==> src/rtl/cpu_pkg.sv <==
// Shared CPU definitions: word geometry, opcode field position and immediate helper.
package cpu_pkg;

    localparam int WORD_WIDTH = 16;
    localparam int IMM_BITS   = 8;
    localparam int OPC_MSB    = 15;
    localparam int OPC_LSB    = 12;

    // Sign-extend the low 'bits' bits of a word to the full word width.
    function automatic logic [WORD_WIDTH-1:0] sext_imm(input logic [WORD_WIDTH-1:0] word,
                                                       input int bits);
        logic [WORD_WIDTH-1:0] res;
        logic                  sgn;
        sgn = word[4'(bits - 1)];
        for (int i = 0; i < WORD_WIDTH; i++) begin
            res[i] = (i < bits) ? word[i] : sgn;
        end
        return res;
    endfunction

endpackage

==> src/rtl/ir_prefetch_queue_if.sv <==
// Fetch/decode side signal bundle of the prefetch queue.
interface ir_prefetch_queue_if #(
    parameter int WIDTH = 16,
    parameter int DEPTH = 4
);
    localparam int CW = $clog2(DEPTH + 1);

    logic            wr_valid;
    logic [WIDTH-1:0] wr_data;
    logic            wr_ready;
    logic            advance;
    logic            flush;
    logic            ir_valid;
    logic [WIDTH-1:0] ir;
    logic [WIDTH-1:0] imm_ext;
    logic [CW-1:0]   count;
    logic            empty;
    logic            full;

    // Fetch unit and decoder drive the queue.
    modport master (
        output wr_valid, wr_data, advance, flush,
        input  wr_ready, ir_valid, ir, imm_ext, count, empty, full
    );

    // The queue itself.
    modport slave (
        input  wr_valid, wr_data, advance, flush,
        output wr_ready, ir_valid, ir, imm_ext, count, empty, full
    );
endinterface

==> src/rtl/ir_fifo_mem.sv <==
// Prefetch storage: DEPTH x WIDTH register array, one write port, one async read port.
module ir_fifo_mem #(
    parameter int WIDTH = 16,
    parameter int DEPTH = 4,
    localparam int PW = $clog2(DEPTH)
) (
    input  logic             clk,
    input  logic             we,
    input  logic [PW-1:0]    waddr,
    input  logic [WIDTH-1:0] wdata,
    input  logic [PW-1:0]    raddr,
    output logic [WIDTH-1:0] rdata
);
    import cpu_pkg::*;

    logic [WIDTH-1:0] mem [DEPTH];

    // Store the incoming word; contents need no reset because count gates every read.
    always_ff @(posedge clk) begin
        if (we) begin
            mem[waddr] <= wdata;
        end
    end

    assign rdata = mem[raddr];

endmodule

==> src/rtl/ir_prefetch_queue.sv <==
// Instruction prefetch queue: DEPTH-word FIFO in front of the instruction register,
// with empty-queue bypass, flush and immediate extension of the current instruction.
module ir_prefetch_queue #(
    parameter int WIDTH    = cpu_pkg::WORD_WIDTH,
    parameter int DEPTH    = 4,
    parameter int IMM_BITS = cpu_pkg::IMM_BITS,
    parameter int SIGN_EXT = 1
) (
    input  logic                clk,
    input  logic                reset,
    ir_prefetch_queue_if.slave  bus
);
    import cpu_pkg::*;

    localparam int PW = $clog2(DEPTH);
    localparam int CW = $clog2(DEPTH + 1);

    logic [PW-1:0]    wr_ptr;
    logic [PW-1:0]    rd_ptr;
    logic [CW-1:0]    count_r;
    logic [WIDTH-1:0] ir_r;
    logic             ir_valid_r;
    logic [WIDTH-1:0] head;
    logic [WIDTH-1:0] imm_c;

    logic full_c;
    logic empty_c;
    logic push;
    logic load_ok;
    logic pop;
    logic bypass;
    logic fifo_wr;

    // Status decodes come from registered count only, so wr_ready never
    // depends combinationally on wr_valid or advance.
    assign full_c  = (count_r == CW'(DEPTH));
    assign empty_c = (count_r == '0);

    assign push    = bus.wr_valid && !full_c;
    assign load_ok = !ir_valid_r || bus.advance;
    assign pop     = !bus.flush && load_ok && !empty_c;
    assign bypass  = !bus.flush && load_ok && empty_c && push;
    assign fifo_wr = !bus.flush && push && !bypass;

    ir_fifo_mem #(
        .WIDTH (WIDTH),
        .DEPTH (DEPTH)
    ) u_mem (
        .clk   (clk),
        .we    (fifo_wr),
        .waddr (wr_ptr),
        .wdata (bus.wr_data),
        .raddr (rd_ptr),
        .rdata (head)
    );

    // Pointer and occupancy bookkeeping; flush empties the queue in one edge.
    always_ff @(posedge clk or posedge reset) begin
        if (reset) begin
            wr_ptr  <= '0;
            rd_ptr  <= '0;
            count_r <= '0;
        end else if (bus.flush) begin
            wr_ptr  <= '0;
            rd_ptr  <= '0;
            count_r <= '0;
        end else begin
            if (fifo_wr) wr_ptr <= wr_ptr + 1'b1;
            if (pop)     rd_ptr <= rd_ptr + 1'b1;
            case ({fifo_wr, pop})
                2'b10:   count_r <= count_r + 1'b1;
                2'b01:   count_r <= count_r - 1'b1;
                default: count_r <= count_r;
            endcase
        end
    end

    // Instruction register: load from the head, or straight from fetch when the
    // queue is empty; ir keeps its stale value whenever it goes invalid.
    always_ff @(posedge clk or posedge reset) begin
        if (reset) begin
            ir_r       <= '0;
            ir_valid_r <= 1'b0;
        end else if (bus.flush) begin
            ir_valid_r <= 1'b0;
        end else if (load_ok) begin
            if (!empty_c) begin
                ir_r       <= head;
                ir_valid_r <= 1'b1;
            end else if (push) begin
                ir_r       <= bus.wr_data;
                ir_valid_r <= 1'b1;
            end else begin
                ir_valid_r <= 1'b0;
            end
        end
    end

    // Immediate of the current instruction, widened to a full word.
    always_comb begin
        imm_c = '0;
        for (int i = 0; i < WIDTH; i++) begin
            if (i < IMM_BITS)
                imm_c[i] = ir_r[i];
            else
                imm_c[i] = (SIGN_EXT != 0) ? ir_r[IMM_BITS-1] : 1'b0;
        end
    end

    assign bus.wr_ready = !full_c;
    assign bus.full     = full_c;
    assign bus.empty    = empty_c;
    assign bus.count    = count_r;
    assign bus.ir       = ir_r;
    assign bus.ir_valid = ir_valid_r;
    assign bus.imm_ext  = imm_c;

endmodule

==> src/flat_wrapper.sv <==
// flat-port wrapper written by rule: the top's interface ports become plain ports
module ir_prefetch_queue_flat import cpu_pkg::*;
#(
    parameter int WIDTH    = cpu_pkg::WORD_WIDTH,
    parameter int DEPTH    = 4,
    parameter int IMM_BITS = cpu_pkg::IMM_BITS,
    parameter int SIGN_EXT = 1
)
  (clk, reset, bus_wr_valid, bus_wr_data, bus_advance, bus_flush, bus_wr_ready, bus_ir_valid, bus_ir, bus_imm_ext, bus_count, bus_empty, bus_full);
  ir_prefetch_queue_if #(.WIDTH(WIDTH), .DEPTH(DEPTH)) bus_i ();
  input  logic clk;
  input  logic reset;
  input wire logic [$bits(bus_i.wr_valid)-1:0] bus_wr_valid;
  input wire logic [$bits(bus_i.wr_data)-1:0] bus_wr_data;
  input wire logic [$bits(bus_i.advance)-1:0] bus_advance;
  input wire logic [$bits(bus_i.flush)-1:0] bus_flush;
  output wire logic [$bits(bus_i.wr_ready)-1:0] bus_wr_ready;
  output wire logic [$bits(bus_i.ir_valid)-1:0] bus_ir_valid;
  output wire logic [$bits(bus_i.ir)-1:0] bus_ir;
  output wire logic [$bits(bus_i.imm_ext)-1:0] bus_imm_ext;
  output wire logic [$bits(bus_i.count)-1:0] bus_count;
  output wire logic [$bits(bus_i.empty)-1:0] bus_empty;
  output wire logic [$bits(bus_i.full)-1:0] bus_full;
  assign bus_i.wr_valid = bus_wr_valid;
  assign bus_i.wr_data = bus_wr_data;
  assign bus_i.advance = bus_advance;
  assign bus_i.flush = bus_flush;
  assign bus_wr_ready = bus_i.wr_ready;
  assign bus_ir_valid = bus_i.ir_valid;
  assign bus_ir = bus_i.ir;
  assign bus_imm_ext = bus_i.imm_ext;
  assign bus_count = bus_i.count;
  assign bus_empty = bus_i.empty;
  assign bus_full = bus_i.full;
  ir_prefetch_queue #(.WIDTH(WIDTH), .DEPTH(DEPTH), .IMM_BITS(IMM_BITS), .SIGN_EXT(SIGN_EXT)) u_core (.clk(clk), .reset(reset), .bus(bus_i));
endmodule
==> config.mk <==
export PLATFORM = sky130hd
export DESIGN_NAME = ir_prefetch_queue_flat
export DESIGN_NICKNAME = d
export VERILOG_FILES = /design/src/rtl/cpu_pkg.sv /design/src/rtl/ir_prefetch_queue_if.sv /design/src/rtl/ir_fifo_mem.sv /design/src/rtl/ir_prefetch_queue.sv /design/src/flat_wrapper.sv
export SDC_FILE = /design/constraint.sdc
export NUM_CORES = 1
export LEC_CHECK = 0
export ABC_AREA = 1
export CORE_MARGIN = 2
export CORE_UTILIZATION = 25
export CTS_CLUSTER_SIZE = 16
export DETAILED_ROUTE_END_ITERATION = 8
export GPL_ROUTABILITY_DRIVEN = 0
export PLACE_DENSITY = 0.53
export SLEW_MARGIN = 20
export SYNTH_ARGS = -nofsm -noshare
export SYNTH_HDL_FRONTEND = slang
export SYNTH_SLANG_ARGS = --single-unit
==> constraint.sdc <==
create_clock -name clk -period 2.1 [get_ports clk]
set_input_delay 0.315 -clock clk [delete_from_list [all_inputs] [get_ports clk]]
set_output_delay 0.315 -clock clk [all_outputs]
set_load 0.01 [all_outputs]
[Yosys cells after proc, flatten, opt, wreduce, memory -nomap -nowiden]
Memory sizes are Yosys's and may differ from the RTL's.
Cells that the tools add are included.
Storage, ports and cells
  memories: 1
  register bits: 24
  bits of input ports: 21
  logic and storage cells: 48
  RAM bits: 64
Memories
  u_core.u_mem.mem: depth 4, bits a word 16, read ports 1, clocked after memory_dff 0, write ports 1, RTL line ir_fifo_mem.sv:16  | logic [WIDTH-1:0] mem [DEPTH];
Cells by class
  mux-type cells: 14
  equality and inequality tests: 4
  reduce and logical (&&, ||, !) cells: 19
  bitwise operators: 1
  add/sub/neg operators: 4
Operator list (count)
  2-to-1 mux 16 bit: 2
  2-to-1 mux 2 bit: 4
  logical AND 1 bit: 7
  2-to-1 mux 1 bit: 6
  case mux 3 bit (2 select lines): 1
  nonzero test 2 bit: 3
  zero test 1 bit: 5
  adder 2 x 1 -> 2 bit, second input constant: 2
  adder 3 x 1 -> 3 bit, second input constant: 1
  == test 3 bit, second input constant: 1
  zero test 3 bit: 1
  2-to-1 mux 3 bit: 1
  AND reduction 3 bit: 1
  nonzero test 3 bit: 1
  subtractor 3 x 1 -> 3 bit, second input constant: 1
  == test 2 x 1 -> 1 bit, second input constant: 1
  == test 2 bit, second input constant: 1
  inequality test 2 bit, second input constant: 1
  logical OR 1 bit: 1
  NOT 1 bit: 1

[Longest topological paths before layout]
  depth in word-level cells: 10
  depth in mapped cells: 12
  gate-level depth less buffers: 12

[Modules after synthesis]
Synthesis repeated with hierarchy kept, for this count alone.
Second synthesis, totals
  cells, all modules: 426
  area, all modules: 4301.6 um^2
By module, submodules not included
  ir_fifo_mem: times used 1, seq. area each 1921.8 um^2, cells each 259, area an instance 2758.9 um^2
  ir_prefetch_queue: times used 1, seq. area each 600.6 um^2, cells each 167, area an instance 1542.7 um^2

[Least setup slack after synthesis]
No wires, ideal clock.
  path kind: flip-flop to flip-flop
  start point: reg u_core.count_r[0] (netlist: u_core.bus.count[0])
  end point: mem u_core.u_mem.mem[0][0], enable pin
  cell stages (with the launch flop): 7
  slack: -0.091 ns
  period minus slack after synthesis: 2.191 ns
  arrival time: 1.802 ns
  library setup time: 0.389 ns
  path through: dfrtp_1 > nor2_4 > nand2_1 > nand2_2 > nor2_1 > inv_2 > nor2_1
Between the ends
  word-level cells in the longest chain between the ends: 8
Ends and longest elaborated chain
  start: declaration: RTL line ir_prefetch_queue.sv:20  | logic [CW-1:0] count_r;
  start signal: assignment: RTL line ir_prefetch_queue.sv:71  | 2'b10: count_r <= count_r + 1'b1;
  start signal: assignment: RTL line ir_prefetch_queue.sv:72  | 2'b01: count_r <= count_r - 1'b1;
  start signal: assignment: RTL line ir_prefetch_queue.sv:73  | default: count_r <= count_r;
  == test 3 bit *: RTL line ir_prefetch_queue.sv:36  | assign full_c = (count_r == CW'(DEPTH));
  zero test 1 bit *
  net bus_wr_ready: RTL line flat_wrapper.sv:17  | output wire logic [$bits(bus_i.wr_ready)-1:0] bus_wr_ready;
  logical AND 1 bit *: RTL line ir_prefetch_queue.sv:39  | assign push = bus.wr_valid && !full_c;
  logical AND 1 bit: RTL line ir_prefetch_queue.sv:42  | assign bypass = !bus.flush && load_ok && empty_c && push;
  zero test 1 bit: RTL line ir_prefetch_queue.sv:43  | assign fifo_wr = !bus.flush && push && !bypass;
  logical AND 1 bit *: RTL line ir_prefetch_queue.sv:43
  2-to-1 mux 1 bit *: RTL line ir_fifo_mem.sv:20  | if (we) begin
  2-to-1 mux 1 bit (not written as such) *: RTL line ir_fifo_mem.sv:21  | mem[waddr] <= wdata;
  end: declaration: RTL line ir_fifo_mem.sv:16
The timed path passes the listed nets; every way through them passes the cells marked *.

[Final worst setup path]
  start point: reg u_core.count_r[0] (netlist: u_core.bus.count[0])
  end point: out bus_empty
Between the ends
  word-level cells in the longest chain between the ends: 1
Ends and longest elaborated chain
  zero test 3 bit: RTL line ir_prefetch_queue.sv:37  | assign empty_c = (count_r == '0);
  end: declaration: RTL line flat_wrapper.sv:22  | output wire logic [$bits(bus_i.empty)-1:0] bus_empty;
No other way between the ends.

==> results.txt <==
The flow ran to the end, and the final reports show no timing, DRC or antenna violations. The total clock buffers created by CTS is 9. The placed instance area came out at 0.00464 mm^2. Setup violations remaining at the end of the flow were counted as 0. The total non-filler cell area in the finished layout came out at 0.00493 mm^2. The net total in the final layout came out at around 430. By area the synthesized netlist is led by sky130_fd_sc_hd__edfxtp_1 50%, sky130_fd_sc_hd__dfrtp_1 16%, sky130_fd_sc_hd__o21ai_0 7.1%, sky130_fd_sc_hd__nor2_1 6.1%, sky130_fd_sc_hd__buf_4 3.5%. The setup slack after placement is 0.0200 ns. The final-layout worst hold slack is 0.348 ns. The number of library cell types mapped by synthesis came out at 30. The cell count after synthesis came out at between 300 and 400. The critical path buffer and inverter count is 2.

The number of global-route vias before repair is 2609. In this run the number of H-tree levels came out at 3. The critical path's top delay family is buffers and inverters. For the worst-skew pair, the clock arrives at the later sink with an insertion delay of 0.34 ns. The routed length per placed instance came out at 15.2 um. After synthesis the cells add up to a little under 0.004 mm^2. Counting I/O delays and the setup requirement, the final critical path takes 2.00 ns. The total wire length after detailed routing is 9.04 mm. The worst setup path is launched from a flop. At the pin with the least slew margin, the transition time is between 0.5 and 0.6 ns. The share of final-layout standard cells stronger than drive strength 1 is 0.142. The remaining routing DRC violations came out at 0.

Across the VDD grid, the largest voltage drop is 0.425 mV. The maximum buffer depth of the clock tree is 2. The first-pass GRT wire length is between 10 and 15 mm. The initial cell density of the core is 0.255. Summed over all cells, the static leakage comes to between 1.5 and 2 nW. The data required time of the critical path came out at 1.78 ns. The HPWL after detailed placement is between 6 and 7 mm. Leaving out filler cells and counting taps, the final layout contains 596. The largest stage delay on the critical path is 0.55 ns. The number of nets in the synthesized netlist is 368.

STA classifies the critical path endpoint as an output port. The post-layout total power is 6.48 mW. The cell taking the most area after synthesis is sky130_fd_sc_hd__edfxtp_1.

The ratio of final minimum period to clock period came out at 0.954. The number of synthesized register bits is 88. The sequential cell area in the final layout came out at about 0.0025 mm^2.

The top achievable clock speed came out at 499 MHz. The number of enable-type register cells in the synthesized netlist is between 60 and 70. The cell at the slowest stage of the critical path is sky130_fd_sc_hd__clkdlybuf4s50_1.

The amount of wire on met2 after detailed routing is 4.21 mm. The total of buffers placed on input and output ports is 59. The overall via count from detail_route came out at around 2600. The total overflow left after global routing is 0.

The count of clock tree sinks is 88. The setup skew after layout came out at 0.00525 ns. The worst setup path is of the flop to output port kind. The number of inserted filler cells in the final layout came out at 1498. The average instance in the mapped netlist occupies roughly 11 um^2. The core box area is 0.0151 mm^2.

The placement row count is 45. Clock tree synthesis selected as its root buffer the cell sky130_fd_sc_hd__clkbuf_16. The smallest setup slack after layout is 0.0959 ns.

The area share of the largest cell type after synthesis is 0.498. In this run the power density over the cells is 1320 mW/mm^2. In this run the worst hold path is classified as input port to async pin. Signal routing reaches up to met4. The number of hold-slack violations in the final timing report is 0. The sequential area share after synthesis is 0.653.

The number of ports placed on the die boundary came out at 60. The tightest slew margin relative to the limit came out at 0.632. The biggest fanout along the worst timing path is 5. Compared with the post-synthesis result, the final layout area differs by 27.5%. In the final layout, the multi-input gates occupy 0.00105 mm^2. Walking the worst path, the cells encountered are nor2_4 -> nand2_4 -> inv_2 -> clkdlybuf4s50_1.

The maximum number of pins on one net before global-route repair is 36. The count of inserted antenna diode cells came out at 0. The post-CTS setup-driven buffer insertion count came out at 0. The average vias per placed instance is 4.39. The die area came out at 0.0165 mm^2. In this run, the number of DRC markers left after iteration 0 of detailed routing was 176. For the worst setup path, the data arrival time is 1.69 ns. The initial antenna violation count was 0. The number of max-cap violations came out at 0. The remaining antenna violation count came out at 0. For this block, wires on met1 add up to 4.27 mm. The iteration count of the initial detailed-routing pass came out at 4.

The Yosys step of the flow raised 0 warnings. The most used flip-flop cell after synthesis is sky130_fd_sc_hd__edfxtp_1. Clock-pin slew was measured on the worst setup and hold paths at roughly 0.060 ns.

The placed instance count came out at 580. The number of slew-limit violations in the final report is 0. Of all flip-flops after synthesis, the portion carrying an async set or reset was 0.273. The horizontal die dimension is around 130 um. Summed over all nets, wire length on met3 after detailed routing comes to 449 um. The vertical extent of the die is around 130 um.

Setup repair after global routing left no endpoint under its margin. The total track usage came out at 0.118. TritonCTS built the clock tree.
flip-flops by register name, summed over array words and instances, names as in the netlist:
name	count
u_core.wr_ptr	2
u_core.u_mem.mem	64
u_core.bus.ir_valid	1
u_core.rd_ptr	2
u_core.bus.count	3
u_core.bus.ir	16
cell families after synthesis:
| logic type | after synthesis | share of synthesized area |
|---|---|---|
| buffers and inverters | 51 | 0.0761 |
| AND/OR/NAND/NOR | 108 | 0.119 |
| adder cells (fa/ha/maj) | 5 | 0.0181 |
| AO/OA/AOI/OAI | 89 | 0.131 |
| flip-flops | 88 | 0.653 |
| XOR/XNOR | 1 | 0.00227 |
cell usage after synthesis, types with 2 or more instances:
master and number:
sky130_fd_sc_hd__a21oi_1 14, sky130_fd_sc_hd__a21oi_2 2, sky130_fd_sc_hd__buf_2 7, sky130_fd_sc_hd__buf_4 18
sky130_fd_sc_hd__buf_6 3, sky130_fd_sc_hd__clkbuf_1 2, sky130_fd_sc_hd__dfrtp_1 24, sky130_fd_sc_hd__edfxtp_1 64
sky130_fd_sc_hd__ha_1 4, sky130_fd_sc_hd__inv_1 15, sky130_fd_sc_hd__inv_2 4, sky130_fd_sc_hd__nand2_1 32
sky130_fd_sc_hd__nand2_2 4, sky130_fd_sc_hd__nand3_1 3, sky130_fd_sc_hd__nor2_1 63, sky130_fd_sc_hd__nor2_2 2
sky130_fd_sc_hd__nor2_4 2, sky130_fd_sc_hd__o21ai_0 55, sky130_fd_sc_hd__o21ai_1 4, sky130_fd_sc_hd__o21ai_2 2
sky130_fd_sc_hd__o21ai_4 2, sky130_fd_sc_hd__o22ai_1 8
worst paths after layout:
| check | cells past startpoint | slack (ns) | end | startpoint |
|---|---|---|---|---|
| min in group clk | 2 | 0.48 | u_core.bus.ir[11]$_DFFE_PP0P_ | u_core.bus.ir[11]$_DFFE_PP0P_ |
| max | 4 | 0.1 | bus_empty | u_core.bus.count[0]$_DFFE_PP0P_ |
| max reg2reg | 12 | 0.27 | u_core.bus.count[2]$_DFFE_PP0P_ | u_core.bus.count[1]$_DFFE_PP0P_ |
| min | 3 | 0.35 | u_core.bus.ir[2]$_DFFE_PP0P_ | reset |
| max in group asynchronous | 3 | 1.46 | u_core.bus.count[0]$_DFFE_PP0P_ | reset |
| min reg2reg | 2 | 0.48 | u_core.bus.ir[11]$_DFFE_PP0P_ | u_core.bus.ir[11]$_DFFE_PP0P_ |
power breakdown:
part           switching, mW  internal (mW)
combinational           1.40           1.14
sequential             0.210           2.17
clock                  0.647          0.909
per-stage QoR:
step | setup TNS, ns | util
2_1_floorplan | -5.82 | -
3_3_place_gp | 0 | 0.306
3_5_place_dp | 0 | 0.306
4_1_cts | 0 | 0.325
5_1_grt | 0 | 0.325
6_report | 0 | 0.325
placed cells by master, fill, tap and decap left out, types with 2 or more instances in the layout:
| master | netlist | routed |
|---|---|---|
| sky130_fd_sc_hd__edfxtp_1 | 64 | 64 |
| sky130_fd_sc_hd__nor2_1 | 63 | 63 |
| sky130_fd_sc_hd__clkdlybuf4s50_1 | 0 | 59 |
| sky130_fd_sc_hd__o21ai_0 | 55 | 55 |
| sky130_fd_sc_hd__nand2_1 | 32 | 32 |
| sky130_fd_sc_hd__dfrtp_1 | 24 | 23 |
| sky130_fd_sc_hd__buf_4 | 18 | 22 |
| sky130_fd_sc_hd__inv_1 | 15 | 15 |
| sky130_fd_sc_hd__a21oi_1 | 14 | 14 |
| sky130_fd_sc_hd__clkbuf_16 | 0 | 9 |
| sky130_fd_sc_hd__o22ai_1 | 8 | 8 |
| sky130_fd_sc_hd__nand2_2 | 4 | 4 |
| sky130_fd_sc_hd__inv_2 | 4 | 4 |
| sky130_fd_sc_hd__o21ai_1 | 4 | 4 |
| sky130_fd_sc_hd__ha_1 | 4 | 4 |
| sky130_fd_sc_hd__nand3_1 | 3 | 3 |
| sky130_fd_sc_hd__clkinv_1 | 0 | 3 |
| sky130_fd_sc_hd__nor2_4 | 2 | 2 |
| sky130_fd_sc_hd__o21ai_4 | 2 | 2 |
| sky130_fd_sc_hd__a21oi_2 | 2 | 2 |
| sky130_fd_sc_hd__nor2_2 | 2 | 2 |
| sky130_fd_sc_hd__o21ai_2 | 2 | 2 |
tightest hold or removal path: cells and delay by family:
kind	cells	cell delay, ns
buffers and inverters	3	0.78
what timing repair did:
item | 4_1_cts | 5_1_grt
gates resized for setup | 0 | 1
hold buffers | 0 | 0
endpoints found under the setup margin | 0 | 2
routing by layer:
layer / up-vias / GRT usage
li1: 1277 / -
met1: 1270 / 0.160
met2: 63 / 0.183
met3: 9 / 0.0321
met4: 0 / 0.0407
met5: - / 0
final cells by class:
class                      instances  share of cell area
clock buffer                       9              0.0457
sequential                        88               0.512
multi-input combinational        203               0.212
tap                              188              0.0478
clock inverter                     7              0.0127
timing repair buffer              81               0.153
inverter                          20              0.0157
No activity file was read; power rests on OpenSTA's default activity.
